$ cat config.mk
export PLATFORM = sky130hd
export DESIGN_NAME = elevator_car_ctrl
export DESIGN_NICKNAME = d
export VERILOG_FILES = /design/src/rtl/elevator_pkg.sv /design/src/rtl/pending_scan.sv /design/src/rtl/elevator_car_ctrl.sv
export SDC_FILE = /design/constraint.sdc
export NUM_CORES = 1
export LEC_CHECK = 0
export CAP_MARGIN = 20
export CORE_UTILIZATION = 40
export DETAILED_ROUTE_END_ITERATION = 10
export DONT_BUFFER_PORTS = 1
export GPL_TIMING_DRIVEN = 0
export HOLD_SLACK_MARGIN = 0.06
export SLEW_MARGIN = 25
export SYNTH_ARGS = -nofsm -noshare
export SYNTH_HDL_FRONTEND = slang
export SYNTH_SLANG_ARGS = --single-unit
$ cat constraint.sdc
create_clock -name clk -period 5.93 [get_ports clk]
set_clock_uncertainty 0.2 [all_clocks]
set_input_delay 1.186 -clock clk [delete_from_list [all_inputs] [get_ports clk]]
set_output_delay 1.186 -clock clk [all_outputs]
set_load 0.005 [all_outputs]
$ cat src/rtl/elevator_pkg.sv
`default_nettype none
// ============================================================================
// Module      : elevator_pkg
// Description : Shared car FSM encoding, car_state field offsets and default
//               building dimensions for the elevator car/control blocks.
// Revision    : 1.0 - initial release
// ============================================================================
package elevator_pkg;

    typedef enum logic [1:0] {
        CAR_IDLE = 2'd0,
        CAR_MOVE = 2'd1,
        CAR_DOOR = 2'd2
    } car_fsm_e;

    // Layout of the packed car_state word consumed by prioritizer and display
    localparam int STATE_FLOOR_LSB  = 2;
    localparam int STATE_MOVING_BIT = 1;
    localparam int STATE_DIR_BIT    = 0;

    localparam int DEFAULT_FLOORS  = 10;
    localparam int DEFAULT_FLOOR_W = 4;

endpackage
`default_nettype wire

$ cat src/rtl/pending_scan.sv
`default_nettype none
// ============================================================================
// Module      : pending_scan
// Description : Reports whether any pending call lies above, below or at a
//               given floor. Shared by the car controller and control unit.
// Revision    : 1.0 - initial release
// ============================================================================
module pending_scan
    import elevator_pkg::*;
#(
    parameter int FLOORS  = DEFAULT_FLOORS,
    parameter int FLOOR_W = DEFAULT_FLOOR_W
) (
    input  logic [FLOORS-1:0]  pending,
    input  logic [FLOOR_W-1:0] floor,
    output logic               any_above,
    output logic               any_below,
    output logic               hit
);

    always_comb begin
        any_above = 1'b0;
        any_below = 1'b0;
        hit       = 1'b0;
        for (int i = 0; i < FLOORS; i++) begin
            if (pending[i]) begin
                if (FLOOR_W'(i) > floor) any_above = 1'b1;
                if (FLOOR_W'(i) < floor) any_below = 1'b1;
                if (FLOOR_W'(i) == floor) hit = 1'b1;
            end
        end
    end

endmodule
`default_nettype wire

$ cat src/rtl/elevator_car_ctrl.sv
`default_nettype none
// ============================================================================
// Module      : elevator_car_ctrl
// Description : Single-car controller with latched calls, SCAN scheduling,
//               multi-cycle floor travel and a holdable door dwell timer.
// Revision    : 1.0 - initial release
// ============================================================================
module elevator_car_ctrl
    import elevator_pkg::*;
#(
    parameter int FLOORS        = DEFAULT_FLOORS,
    parameter int FLOOR_W       = DEFAULT_FLOOR_W,
    parameter int TRAVEL_CYCLES = 2,
    parameter int DOOR_CYCLES   = 3
) (
    input  logic               clk,
    input  logic               reset,
    input  logic               call_valid,
    input  logic [FLOOR_W-1:0] call_floor,
    input  logic               door_hold,
    output logic [FLOOR_W-1:0] floor,
    output logic               moving,
    output logic               up_down,
    output logic               door_open,
    output logic [FLOORS-1:0]  pending,
    output logic [FLOOR_W+1:0] car_state
);

    localparam int C_TIMER_MAX = (TRAVEL_CYCLES > DOOR_CYCLES) ? TRAVEL_CYCLES : DOOR_CYCLES;
    localparam int C_TIMER_W   = $clog2(C_TIMER_MAX + 1);
    localparam logic [C_TIMER_W-1:0] C_TRAVEL  = C_TIMER_W'(TRAVEL_CYCLES);
    localparam logic [C_TIMER_W-1:0] C_DOOR    = C_TIMER_W'(DOOR_CYCLES);
    localparam logic [C_TIMER_W-1:0] C_ONE     = C_TIMER_W'(1);
    localparam logic [FLOOR_W:0]     C_FLOORS  = (FLOOR_W+1)'(FLOORS);

    car_fsm_e               r_state;
    logic [C_TIMER_W-1:0]   r_timer;
    logic [FLOOR_W-1:0]     r_floor;
    logic                   r_up_down;
    logic                   r_moving;
    logic                   r_door_open;
    logic [FLOORS-1:0]      r_pending;

    logic                   w_call_ok;
    logic                   w_call_here;
    logic                   w_arrive;
    logic [FLOOR_W-1:0]     w_step_floor;
    logic [FLOOR_W-1:0]     w_clr_floor;
    logic                   w_clr_en;
    logic [FLOORS-1:0]      w_set;
    logic [FLOORS-1:0]      w_clr;
    logic                   w_above_cur;
    logic                   w_below_cur;
    logic                   w_hit_cur;
    logic                   w_above_nxt;
    logic                   w_below_nxt;
    logic                   w_hit_nxt;
    logic                   w_go_up;
    logic                   w_ahead_nxt;

    pending_scan #(
        .FLOORS  (FLOORS),
        .FLOOR_W (FLOOR_W)
    ) u_scan_cur (
        .pending   (r_pending),
        .floor     (r_floor),
        .any_above (w_above_cur),
        .any_below (w_below_cur),
        .hit       (w_hit_cur)
    );

    // Arrival is judged against the floor the car is about to enter
    pending_scan #(
        .FLOORS  (FLOORS),
        .FLOOR_W (FLOOR_W)
    ) u_scan_nxt (
        .pending   (r_pending),
        .floor     (w_step_floor),
        .any_above (w_above_nxt),
        .any_below (w_below_nxt),
        .hit       (w_hit_nxt)
    );

    assign w_call_ok    = call_valid && ({1'b0, call_floor} < C_FLOORS);
    assign w_call_here  = w_call_ok && (call_floor == r_floor) && (r_state == CAR_DOOR);
    assign w_arrive     = (r_state == CAR_MOVE) && (r_timer == C_ONE);
    assign w_step_floor = r_up_down ? (r_floor + FLOOR_W'(1)) : (r_floor - FLOOR_W'(1));
    assign w_clr_floor  = w_arrive ? w_step_floor : r_floor;
    assign w_clr_en     = ((r_state == CAR_IDLE) && w_hit_cur) || (w_arrive && w_hit_nxt);
    assign w_go_up      = (r_up_down & w_above_cur) | (~r_up_down & ~w_below_cur & w_above_cur);
    assign w_ahead_nxt  = r_up_down ? w_above_nxt : w_below_nxt;

    // A new call for the floor being served this edge is absorbed by the clear
    always_comb begin
        w_set = '0;
        w_clr = '0;
        for (int i = 0; i < FLOORS; i++) begin
            w_set[i] = w_call_ok && !w_call_here && (call_floor == FLOOR_W'(i));
            w_clr[i] = w_clr_en && (w_clr_floor == FLOOR_W'(i));
        end
    end

    always_ff @(posedge clk) begin
        if (reset) begin
            r_state     <= CAR_IDLE;
            r_timer     <= '0;
            r_floor     <= '0;
            r_up_down   <= 1'b1;
            r_moving    <= 1'b0;
            r_door_open <= 1'b0;
            r_pending   <= '0;
        end else begin
            r_pending <= (r_pending | w_set) & ~w_clr;
            case (r_state)
                CAR_IDLE: begin
                    if (w_hit_cur) begin
                        r_state     <= CAR_DOOR;
                        r_door_open <= 1'b1;
                        r_timer     <= C_DOOR;
                    end else if (w_go_up) begin
                        r_state   <= CAR_MOVE;
                        r_moving  <= 1'b1;
                        r_up_down <= 1'b1;
                        r_timer   <= C_TRAVEL;
                    end else if (w_below_cur) begin
                        r_state   <= CAR_MOVE;
                        r_moving  <= 1'b1;
                        r_up_down <= 1'b0;
                        r_timer   <= C_TRAVEL;
                    end
                end
                CAR_MOVE: begin
                    r_timer <= r_timer - C_ONE;
                    if (w_arrive) begin
                        r_floor <= w_step_floor;
                        if (w_hit_nxt) begin
                            r_state     <= CAR_DOOR;
                            r_moving    <= 1'b0;
                            r_door_open <= 1'b1;
                            r_timer     <= C_DOOR;
                        end else if (w_ahead_nxt) begin
                            r_timer <= C_TRAVEL;
                        end else begin
                            r_state  <= CAR_IDLE;
                            r_moving <= 1'b0;
                        end
                    end
                end
                CAR_DOOR: begin
                    if (door_hold || w_call_here) begin
                        r_timer <= C_DOOR;
                    end else if (r_timer == C_ONE) begin
                        r_state     <= CAR_IDLE;
                        r_door_open <= 1'b0;
                        r_timer     <= '0;
                    end else begin
                        r_timer <= r_timer - C_ONE;
                    end
                end
                default: begin
                    r_state     <= CAR_IDLE;
                    r_moving    <= 1'b0;
                    r_door_open <= 1'b0;
                    r_timer     <= '0;
                end
            endcase
        end
    end

    assign floor     = r_floor;
    assign moving    = r_moving;
    assign up_down   = r_up_down;
    assign door_open = r_door_open;
    assign pending   = r_pending;

    always_comb begin
        car_state                                   = '0;
        car_state[STATE_FLOOR_LSB +: FLOOR_W]       = r_floor;
        car_state[STATE_MOVING_BIT]                 = r_moving;
        car_state[STATE_DIR_BIT]                    = r_up_down;
    end

endmodule
`default_nettype wire

==> metrics.cfg <==
[run]
cap_violations=0

[final_layout]
final_cell_area_um2=2313
antenna_cells=0
syn_to_final_growth_pct=6.142
final_cells=362
drive_gt1_share_pct=11.64
fill_cells=532
nets=306
finalCoreUtilization_pct=44.73
multi_input_area_um2=1549
regArea_um2=420.4

[timing]
hold_viol=0
slew_headroom_pct=50.42
fin_crit_ns=3.866
tightestPinTransition_ns=0.7384
fin_hold_ws_ns=0.3978
final.setup.tns_ns=0
rsz0062_at_grt=false
max_freq_ghz=0.2586
setup_violations=0
period_share_pct=65.20
slew_violations=0
timing.final.ws_setup_ns=2.064

[cts]
htreeDepth=1
ctsResizeCount=0
clockRootBuffer=clkbuf_8
clockBufferDepth=2
clock-sinks=21
path_clk_slew_ns=0.08
cts_tree=yes
cts_setup_buffers=0
hold_buffers=0
clock_latency_ns=0.27
cts-buffers-inserted=3

[global_route]
grt_usage_pct=25.50
antenna_found_initial=0
grt_pass1_wl_mm=11.05
grt_max_degree=13
first_global_vias=2220
gr-total-overflow=0

[detailed_routing]
drtIter0Drc=226
num_vias=2380
dr_wl_met2_mm=3.090
vias_per_cell=6.575
wirelength_mm=6.908
drc=0
m1WireLength_mm=2.953
wl_per_cell_um=19.08
met3WireLength_um=645
dr.pass1.iters=5
highest_layer=met4
antenna_left=0

[die]
start_util_pct=42.14
dieHeight_um=75.82
fp-row-count=26
dieWidth_um=75.82
num_io_pins=31
fp.coreArea_um2=5172
die-area_um2=5748

[place]
dpl.hpwl_mm=5.036
dp_cells=358
place_area_um2=2267
dp_slack_ns=2.138
routabilityCongestion=0.8632
port_buffers=0

[synth]
ys_seq_area_share_pct=19.29
ys.flop_type=dfxtp_1
avgSynthCellArea_um2=7.568
ys_ff_latch=21
synth_warnings=0
synth_edf_count=0
netlist_area_um2=2180
synthesis.nets=301
synthCells=288
synthArstFlopShare_pct=0
synth_cell_types=65

[setup_path]
critical-path-top-delay-family=compound AO/OA/AOI/OAI gates
cp_cell_sequence=buf_6, inv_1, buf_1, ha_1, mux2i_1, xnor2_1, a311o_1, a31oi_1, o311ai_2, nand2_2, buf_6, a311oi_1
cp-end-kind=register
critPathMaxStageDelay_ns=0.61
cp_common_cell=buf_6
critPathBufInv=4
worst_path_max_delay_cell=xnor2_1
start_kind=register
reg2reg_slack_ns=2.06
crit_arrival_ns=3.83
crit_type=register to register
crit_path_max_fanout=11
worstPathRequired_ns=5.90

[pwr]
p_total_mw=0.4082
peakVddDrop_mv=0.1078
p_leak_nw=0.8066
power.density_nw_per_um2=176.4

[worst_hold_path]
min_path_type=register to register

[run_status]
status=completed

cell type report:
class	count	area share (%)
Clock buffer	3	1.785
Buffer	31	7.139
Clock inverter	1	0.2163
Sequential cell	21	18.17
Inverter	12	1.947
Multi-Input combinational cell	224	66.96
Tap cell	70	3.786
worst min-delay path, stage by stage, from the launching register on:
cell and delay (ns):
dfxtp_1 0.32, o21ai_0 0.18, a31oi_1 0.06
cell families after synthesis:
kind of cell / synth area share (%)
compound gates: 36.45
simple gates: 25.14
buf+inv: 9.644
flops: 19.29
xor+xnor: 5.224
fa+ha+maj: 2.870
mux: 1.378
placed cells by master, fill, tap and decap left out, drive strengths merged, types with 5 or more instances in the layout:
master and instances:
xnor2 7, nor2b 5, buf 15, or2 5
dfxtp 21, a31oi 9, clkbuf 19, o21ai 17
a211oi 5, nand2 15, nor3 6, xor2 6
inv 11, and3 11, ha 5, nor2 16
a221oi 5, a311oi 11, nand2b 7, a21oi 25
o22ai 5
per-layer routing:
metal / global-route usage, % / up-vias
li1: - / 1101
met4: 12.14 / 0
met3: 4.762 / 22
met1: 33.86 / 1129
met2: 39.63 / 128
met5: 0 / -
cell usage after synthesis (all sizes together), types with 5 or more instances:
cell    instances  area share [%]
o22ai           5             1.4
ha              5             2.9
clkbuf         16             2.8
nor3            6             1.4
nor2b           5             1.4
nor2           16             2.8
a221oi          5             2.3
inv            11             1.9
xnor2           7             2.8
buf            15             4.8
nand2          15             2.7
a311oi         11             4.4
nand2b          7             2.0
xor2            6             2.4
o21ai          17             4.1
or2             5             1.4
dfxtp          21              19
a31oi           9             2.6
and3           11             3.4
a211oi          5             1.7
a21oi          25             6.8
flip-flops by register name, summed over array words and instances (netlist names):
name and count:
up_down 1, door_open 1, moving 1, r_timer 2
pending 10, r_state 2, floor 4
final timing paths:
check,startpoint,end,cells after the start
worst max-delay path,floor[0],pending[2],12
worst max register to register,floor[0],pending[2],12
worst min-delay path,r_timer[1],r_timer[1],2
worst min register to register,r_timer[1],r_timer[1],2
power by group:
part / leakage [nW] / internal, mW / switching (mW) / total [mW]
Combinational: 0.610 / 0.0563 / 0.0874 / 0.144
Sequential: 0.171 / 0.153 / 0.0126 / 0.166
Clock: 0.0255 / 0.0470 / 0.0518 / 0.0988
Power figures use the tool's default switching activity.
